## src/rtl/muldiv_sequencer_if.sv

```systemverilog
// Bus between the decode/datapath side and the multiply/divide sequencer.
// The datapath (master) presents the decoded MULT/MULTU/DIV/DIVU/MTHI/MTLO/MFHI/MFLO
// request with its operands. The sequencer (slave) returns architectural HI/LO,
// busy, the combinational stall and the one-cycle done pulse.
//   start    decoded MULT/MULTU/DIV/DIVU this cycle
//   op       00 MULT, 01 MULTU, 10 DIV, 11 DIVU
//   a, b     rs / rt operand values
//   hilo_rd  MFHI or MFLO decoded this cycle
//   mthi     MTHI decoded this cycle
//   mtlo     MTLO decoded this cycle
//   wdata    rs value for MTHI/MTLO
//   hi, lo   architectural HI/LO
//   busy     an operation is in flight
//   stall    hold the PC/regfile path
//   done     HI/LO were just written by an operation
interface muldiv_sequencer_if #(parameter int WIDTH = 32);
   logic             start;
   logic [1:0]       op;
   logic [WIDTH-1:0] a;
   logic [WIDTH-1:0] b;
   logic             hilo_rd;
   logic             mthi;
   logic             mtlo;
   logic [WIDTH-1:0] wdata;
   logic [WIDTH-1:0] hi;
   logic [WIDTH-1:0] lo;
   logic             busy;
   logic             stall;
   logic             done;

   modport master (
      output start, op, a, b, hilo_rd, mthi, mtlo, wdata,
      input  hi, lo, busy, stall, done
   );

   modport slave (
      input  start, op, a, b, hilo_rd, mthi, mtlo, wdata,
      output hi, lo, busy, stall, done
   );
endinterface

```

## src/rtl/muldiv_sequencer.sv

```systemverilog
// Multi-cycle MULT/MULTU/DIV/DIVU controller and owner of the HI/LO registers.
// Signed operations run an unsigned core on operand magnitudes and fix the sign
// on the final write. One iteration per enabled clock, WIDTH iterations, so
// HI/LO become valid WIDTH+1 enabled edges after the start edge.
// Ports:
//   clk         rising-edge clock
//   reset       asynchronous, active-low; clears all state including HI/LO
//   clk_enable  0 freezes every register (state, counter, HI/LO, done)
//   bus         slave side of muldiv_sequencer_if (request, operands, HI/LO, busy/stall/done)
module muldiv_sequencer #(
   parameter int WIDTH = 32
) (
   input  logic                 clk,
   input  logic                 reset,
   input  logic                 clk_enable,
   muldiv_sequencer_if.slave    bus
);

   localparam int CW = $clog2(WIDTH);

   typedef enum logic [1:0] {
      IDLE   = 2'b00,
      CALC   = 2'b01,
      FINISH = 2'b10
   } state_t;

   state_t             state;
   state_t             state_next;
   logic [CW-1:0]      count;
   logic               is_div;
   logic               res_neg;
   logic               rem_neg;
   logic               div_zero;
   logic [WIDTH-1:0]   opnd;
   logic [2*WIDTH-1:0] prod;
   logic [WIDTH-1:0]   rem;
   logic [WIDTH-1:0]   hi_q;
   logic [WIDTH-1:0]   lo_q;
   logic               done_q;

   logic               op_signed;
   logic               a_neg;
   logic               b_neg;
   logic [WIDTH-1:0]   a_mag;
   logic [WIDTH-1:0]   b_mag;
   logic [WIDTH:0]     mul_sum;
   logic [WIDTH:0]     div_shift;
   logic               div_fits;
   logic [WIDTH-1:0]   div_diff;
   logic [2*WIDTH-1:0] prod_fix;
   logic [WIDTH-1:0]   quo_fix;
   logic [WIDTH-1:0]   rem_fix;

   // Operand magnitudes for the unsigned core. op[0]=0 selects the signed forms.
   always_comb begin
      op_signed = ~bus.op[0];
      a_neg     = op_signed & bus.a[WIDTH-1];
      b_neg     = op_signed & bus.b[WIDTH-1];
      a_mag     = a_neg ? -bus.a : bus.a;
      b_mag     = b_neg ? -bus.b : bus.b;
   end

   // One iteration of each core. Multiply: the multiplier sits in the low half of
   // prod and is consumed LSB first while the partial sum enters from the top.
   // Divide: the dividend sits in the low half of prod and is shifted out MSB first
   // into the remainder while quotient bits are shifted in at the bottom. The
   // shifted remainder needs WIDTH+1 bits; after a successful subtract it always
   // fits back into WIDTH bits.
   always_comb begin
      mul_sum   = {1'b0, prod[2*WIDTH-1:WIDTH]} + (prod[0] ? {1'b0, opnd} : '0);
      div_shift = {rem, prod[WIDTH-1]};
      div_fits  = (div_shift >= {1'b0, opnd});
      div_diff  = div_shift[WIDTH-1:0] - opnd;
   end

   // Sign fixup applied on the final write. A zero divisor skips quotient fixup so
   // the quotient is always all-ones; the remainder then equals the dividend.
   always_comb begin
      prod_fix = res_neg ? -prod : prod;
      quo_fix  = div_zero ? '1 : (res_neg ? -prod[WIDTH-1:0] : prod[WIDTH-1:0]);
      rem_fix  = rem_neg ? -rem : rem;
   end

   // State register; frozen while clk_enable is low.
   always_ff @(posedge clk or negedge reset) begin
      if (!reset) begin
         state <= IDLE;
      end else if (clk_enable) begin
         state <= state_next;
      end
   end

   // Next-state logic: IDLE -> CALC on start, CALC for WIDTH iterations, then a
   // single FINISH cycle that writes HI/LO. Unused encodings fall back to IDLE.
   always_comb begin
      state_next = state;
      case (state)
         IDLE:    if (bus.start) state_next = CALC;
         CALC:    if (count == CW'(WIDTH-1)) state_next = FINISH;
         FINISH:  state_next = IDLE;
         default: state_next = IDLE;
      endcase
   end

   // Datapath and HI/LO. In IDLE a start latches operands and wins over MTHI/MTLO;
   // HI/LO are only touched in IDLE (moves) or FINISH (result), never mid-operation.
   // done is a pulse: it is cleared on every enabled edge except the FINISH edge.
   always_ff @(posedge clk or negedge reset) begin
      if (!reset) begin
         count    <= '0;
         is_div   <= 1'b0;
         res_neg  <= 1'b0;
         rem_neg  <= 1'b0;
         div_zero <= 1'b0;
         opnd     <= '0;
         prod     <= '0;
         rem      <= '0;
         hi_q     <= '0;
         lo_q     <= '0;
         done_q   <= 1'b0;
      end else if (clk_enable) begin
         done_q <= 1'b0;
         case (state)
            IDLE: begin
               if (bus.start) begin
                  count    <= '0;
                  is_div   <= bus.op[1];
                  res_neg  <= a_neg ^ b_neg;
                  rem_neg  <= a_neg;
                  div_zero <= (bus.b == '0);
                  rem      <= '0;
                  if (bus.op[1]) begin
                     opnd <= b_mag;
                     prod <= {{WIDTH{1'b0}}, a_mag};
                  end else begin
                     opnd <= a_mag;
                     prod <= {{WIDTH{1'b0}}, b_mag};
                  end
               end else begin
                  if (bus.mthi) hi_q <= bus.wdata;
                  if (bus.mtlo) lo_q <= bus.wdata;
               end
            end
            CALC: begin
               count <= count + CW'(1);
               if (is_div) begin
                  rem              <= div_fits ? div_diff : div_shift[WIDTH-1:0];
                  prod[WIDTH-1:0]  <= {prod[WIDTH-2:0], div_fits};
               end else begin
                  prod <= {mul_sum, prod[WIDTH-1:1]};
               end
            end
            FINISH: begin
               if (is_div) begin
                  hi_q <= rem_fix;
                  lo_q <= quo_fix;
               end else begin
                  hi_q <= prod_fix[2*WIDTH-1:WIDTH];
                  lo_q <= prod_fix[WIDTH-1:0];
               end
               done_q <= 1'b1;
            end
            default: ;
         endcase
      end
   end

   assign bus.hi    = hi_q;
   assign bus.lo    = lo_q;
   assign bus.done  = done_q;
   assign bus.busy  = (state != IDLE);
   assign bus.stall = bus.busy & (bus.start | bus.hilo_rd | bus.mthi | bus.mtlo);

endmodule

```

## src/flat_wrapper.sv

```systemverilog
// flat-port wrapper written by rule: the top's interface ports become plain ports
module muldiv_sequencer_flat 
#(
   parameter int WIDTH = 32
)
  (clk, reset, clk_enable, bus_start, bus_op, bus_a, bus_b, bus_hilo_rd, bus_mthi, bus_mtlo, bus_wdata, bus_hi, bus_lo, bus_busy, bus_stall, bus_done);
  muldiv_sequencer_if #(.WIDTH(WIDTH)) bus_i ();
  input  logic clk;
  input  logic reset;
  input  logic clk_enable;
  input wire logic [$bits(bus_i.start)-1:0] bus_start;
  input wire logic [$bits(bus_i.op)-1:0] bus_op;
  input wire logic [$bits(bus_i.a)-1:0] bus_a;
  input wire logic [$bits(bus_i.b)-1:0] bus_b;
  input wire logic [$bits(bus_i.hilo_rd)-1:0] bus_hilo_rd;
  input wire logic [$bits(bus_i.mthi)-1:0] bus_mthi;
  input wire logic [$bits(bus_i.mtlo)-1:0] bus_mtlo;
  input wire logic [$bits(bus_i.wdata)-1:0] bus_wdata;
  output wire logic [$bits(bus_i.hi)-1:0] bus_hi;
  output wire logic [$bits(bus_i.lo)-1:0] bus_lo;
  output wire logic [$bits(bus_i.busy)-1:0] bus_busy;
  output wire logic [$bits(bus_i.stall)-1:0] bus_stall;
  output wire logic [$bits(bus_i.done)-1:0] bus_done;
  assign bus_i.start = bus_start;
  assign bus_i.op = bus_op;
  assign bus_i.a = bus_a;
  assign bus_i.b = bus_b;
  assign bus_i.hilo_rd = bus_hilo_rd;
  assign bus_i.mthi = bus_mthi;
  assign bus_i.mtlo = bus_mtlo;
  assign bus_i.wdata = bus_wdata;
  assign bus_hi = bus_i.hi;
  assign bus_lo = bus_i.lo;
  assign bus_busy = bus_i.busy;
  assign bus_stall = bus_i.stall;
  assign bus_done = bus_i.done;
  muldiv_sequencer #(.WIDTH(WIDTH)) u_core (.clk(clk), .reset(reset), .clk_enable(clk_enable), .bus(bus_i));
endmodule
```

## config.mk

```make
export PLATFORM = sky130hd
export DESIGN_NAME = muldiv_sequencer_flat
export DESIGN_NICKNAME = d
export VERILOG_FILES = /design/src/rtl/muldiv_sequencer_if.sv /design/src/rtl/muldiv_sequencer.sv /design/src/flat_wrapper.sv
export SDC_FILE = /design/constraint.sdc
export NUM_CORES = 1
export LEC_CHECK = 0
export CORE_ASPECT_RATIO = 0.9
export CORE_UTILIZATION = 35
export CTS_CLUSTER_DIAMETER = 80
export DETAILED_ROUTE_END_ITERATION = 8
export GPL_ROUTABILITY_DRIVEN = 0
export PLACE_DENSITY = 0.51
export SETUP_SLACK_MARGIN = 0.5
export SYNTH_ARGS = -nofsm -noshare
export SYNTH_HDL_FRONTEND = slang
export SYNTH_SLANG_ARGS = --single-unit
```

## constraint.sdc

```tcl
create_clock -name clk -period 4.6 [get_ports clk]
set_input_delay 0.92 -clock clk [delete_from_list [all_inputs] [get_ports clk]]
set_output_delay 0.92 -clock clk [all_outputs]
set_load 0.05 [all_outputs]
```

==> qor_table.md <==
| Result | Value | Unit |
| --- | --- | --- |
| Slew Limit Headroom | 22.9 | % |
| Number of hold buffers added after CTS | 0 | - |
| Clock root buffer | clkbuf_16 | - |
| Sum of buffers and inverters on the critical path | 2 | - |
| Fmax achieved | 263 | MHz |
| Worst path top cell family by delay | buffers and inverters | - |
| Final max-slew violation count | 0 | - |
| H-tree depth | 1 | - |
| Area added between synthesis and finish | 19.8 | % |
| 1st-pass router iterations | 7 | - |
| # Max-Cap Violations | 0 | - |
| Count of flip-flops with a built-in enable after synthesis | 0 | - |
| Remaining global-route overflow | 0 | - |
| 1st-iter DRT viols | 1,201 | - |
| Max Buffers Root-to-Sink | 3 | - |
| Routed wire per std cell | 21.9 | um |
| Starting Density | 35.8 | % |
| Worst-case vdd ir drop | 0.000294 | V |
| Die extent in x | 233 | um |
| Nets in the synthesized netlist | 2,326 | - |
| Non-Filler Instances | 2,893 | - |
| Worst min-delay path class | in2async | - |
| Required time reported for the critical path endpoint | 3.68 | ns |
| Clock tree from TritonCTS | built | - |
| Number of inserted diodes | 0 | - |
| Setup slack, reg-to-reg | 0.88 | ns |
| CTS clock-pin slew for the worst setup and hold paths | 0.06 | ns |
| DRC | 42 | - |
| Startpoint class of the critical path | register | - |
| Cells traversed along the worst timing path | clkinv_1 -> a21oi_1 -> clkdlybuf4s50_1 | - |
| Average via count per standard cell | 5.68 | - |
| Violated checks | design-rule violations | - |
| Share of synthesized registers carrying an async set or reset | 100 | % |
| Crit path max-delay cell type | clkdlybuf4s50_1 | - |
| Post-Synthesis Cells | 2,149 | - |
| Count of cell types in the netlist | 76 | - |
| Overall track demand over capacity in global routing | 25.9 | % |
| Inserted Clock Buffers | 27 | - |
| Most used cells in the layout excluding fill and tap cells | nand2_1 (286), o21ai_0 (234), dfrtp_1 (202) | - |
| Final hold vios | 0 | - |
| Outcome | finished, violations left | - |
| Number of clock sinks seen by CTS | 204 | - |
| Share of post-route cells with drive strength above 1 | 6.46 | % |
| Seq/Total Area, Yosys | 30.3 | % |
| Number of gates given a new drive strength after cts | 0 | - |
| Time the worst path needs with I/O delays and setup | 3.81 | ns |
| Summed negative setup slack over all endpoints | 0 | ns |
| Leakage power figure | 8.59 | nW |
| Total power divided by cell area | 553 | nW/um^2 |
| Initial antenna violation count | 0 | - |
| Critical Path Stages | 3 | - |
| Max FO, Critical Path | 9 | - |
| Area of the mapped netlist | 16,900 | sq um |
| Length in cells of the worst reg-to-reg path | 13 | - |
| Fillers | 4,786 | - |
| Vertical die dimension | 210 | um |
| Flip-flop cell with the highest count after synthesis | dfrtp_1 | - |
| Worst Clk Skew | 0.00797 | ns |
| Buffers inserted during post-CTS setup optimization | 0 | - |
| Yosys warnings | 0 | - |
| Count of final setup violators | 0 | - |
| Clock insertion delay at the later pin of the skew report | 0.56 | ns |
| # nets final | 2,433 | - |
| Port Buffers | 171 | - |
| RSZ-0062 raised after global routing | false | - |
| Period utilization | 82.8 | % |
| Number of placed I/O pins | 172 | - |
| Number of cells in the design after placement | 2,843 | - |
| Actual slew at the worst max-slew pin | 1.15 | ns |
| Post-DP HPWL | 49,900 | um |
| Placement Rows | 75 | - |
| Multi-input gate area | 11,000 | sq um |
| Largest net degree at the start of global routing | 99 | - |
| Arrival time at the worst endpoint | 2.89 | ns |
| Worst stage delay on the critical path | 0.83 | ns |
| Wire length of the first global-routing pass | 97,600 | um |
| Reg-to-reg critical path endpoint | u_core.rem[30]$_DFFE_PN0P_ | - |
| Category of the worst setup path capture point | output port | - |
| Number of nets still failing antenna checks after routing | 0 | - |
| Storage cell area | 5110 | sq um |
| Via count of the first global-routing pass | 15,669 | - |
| Startpoint of the worst register-to-register path | u_core.prod[31]$_DFFE_PN0P_ | - |
| Floorplan core area | 47,100 | sq um |
| Type of the worst setup path | reg2out | - |
| Number of synthesized register bits | 204 | - |
| Post-route core utilization | 42.8 | % |
| Commonest non-fill, non-tap cell in the layout | nand2_1 | - |
| Drt total wl | 63,300 | um |
| Per-instance average area after synthesis | 7.84 | sq um |
| Die area | 49,000 | sq um |
| Number of vias after detailed routing | 16,423 | - |
[registers in the layout (all words and copies together), names as in the netlist]
name / flops
u_core.opnd: 32
u_core.rem_neg: 1
u_core.res_neg: 1
u_core.bus.done: 1
u_core.bus.hi: 32
u_core.state: 2
u_core.is_div: 1
u_core.rem: 32
u_core.bus.lo: 32
u_core.prod: 64
u_core.div_zero: 1
u_core.count: 5
[synthesized netlist by cell type (21+ instances only)]
library cell | instances | area, sq um
ha_1 | 70 | 876
or4_1 | 24 | 180
a21o_1 | 46 | 345
o22ai_1 | 35 | 219
o31ai_1 | 40 | 300
dfrtp_1 | 204 | 5100
o21ai_0 | 234 | 1170
clkbuf_1 | 115 | 432
nand3_1 | 31 | 155
mux2i_1 | 67 | 671
a31oi_1 | 22 | 138
mux2_2 | 21 | 236
inv_1 | 69 | 259
nand2_1 | 286 | 1070
nor3_1 | 31 | 155
nor2_1 | 178 | 668
xnor2_1 | 104 | 911
a21oi_1 | 167 | 836
xor2_1 | 90 | 788
or3_1 | 21 | 131
[where the power goes]
group | switching [mW] | internal (mW) | total [mW]
registers | 0.923 | 2.26 | 3.18
clock network | 0.883 | 1.46 | 2.34
logic | 3.40 | 2.24 | 5.65
total | 5.21 | 5.96 | 11.2
[how the worst max path moves through the flow]
stage | endpoint | startpoint | slack (ns)
after CTS | bus_stall | u_core.state[1]$_DFFE_PN0P_ | 0.82
after detailed placement | u_core.prod[29]$_DFFE_PN0P_ | bus_b[9] | 0.62
after global placement | u_core.prod[29]$_DFFE_PN0P_ | bus_b[9] | 0.62
after global routing | bus_stall | u_core.state[1]$_DFFE_PN0P_ | 0.69
after floorplan | u_core.bus.hi[16]$_DFFE_PN0P_ | u_core.prod[0]$_DFFE_PN0P_ | 1.33
final | bus_stall | u_core.state[1]$_DFFE_PN0P_ | 0.79
[logic make-up after synthesis]
family	count (synthesis)	share of synthesized area, %
XOR/XNOR	194	10.1
flip-flops	204	30.3
multiplexers	88	5.38
AO/OA/AOI/OAI	698	25.3
buffers and inverters	209	4.83
adder cells (fa/ha/maj)	72	5.43
AND/OR/NAND/NOR	684	18.6
[metal layers]
metal	vias to the layer above	wire length [um]	GRT usage (%)
li1	7945	-	-
met1	7856	31100	39.3
met2	555	26200	38.1
met3	67	4500	3.77
met4	0	1500	6.00
met5	-	0	0
[cell type report]
| cell class | instances | share of cell area, % |
|---|---|---|
| clock buffers | 37 | 3.83 |
| clock inverters | 13 | 1.05 |
| inverters | 72 | 1.34 |
| multi-input cells | 1736 | 54.3 |
| flip-flops and latches | 204 | 25.3 |
| well taps | 616 | 3.82 |
| repair buffers | 215 | 10.3 |
[metrics by stage]
| stage | setup slack, ns | power [mW] | instance area [sq um] | hold WS (ns) |
|---|---|---|---|---|
| 3_3_place_gp | 0.618 | 8.72 | 19200 | 0.469 |
| 2_1_floorplan | 1.33 | 6.85 | 16900 | 0.450 |
| 5_1_grt | 0.693 | 11.9 | 20200 | 0.498 |
| 3_5_place_dp | 0.621 | 8.77 | 19200 | 0.470 |
| 6_report | 0.793 | 11.2 | 20200 | 0.462 |
| 4_1_cts | 0.815 | 11.2 | 20200 | 0.483 |
Power figures use the tool's default switching activity.
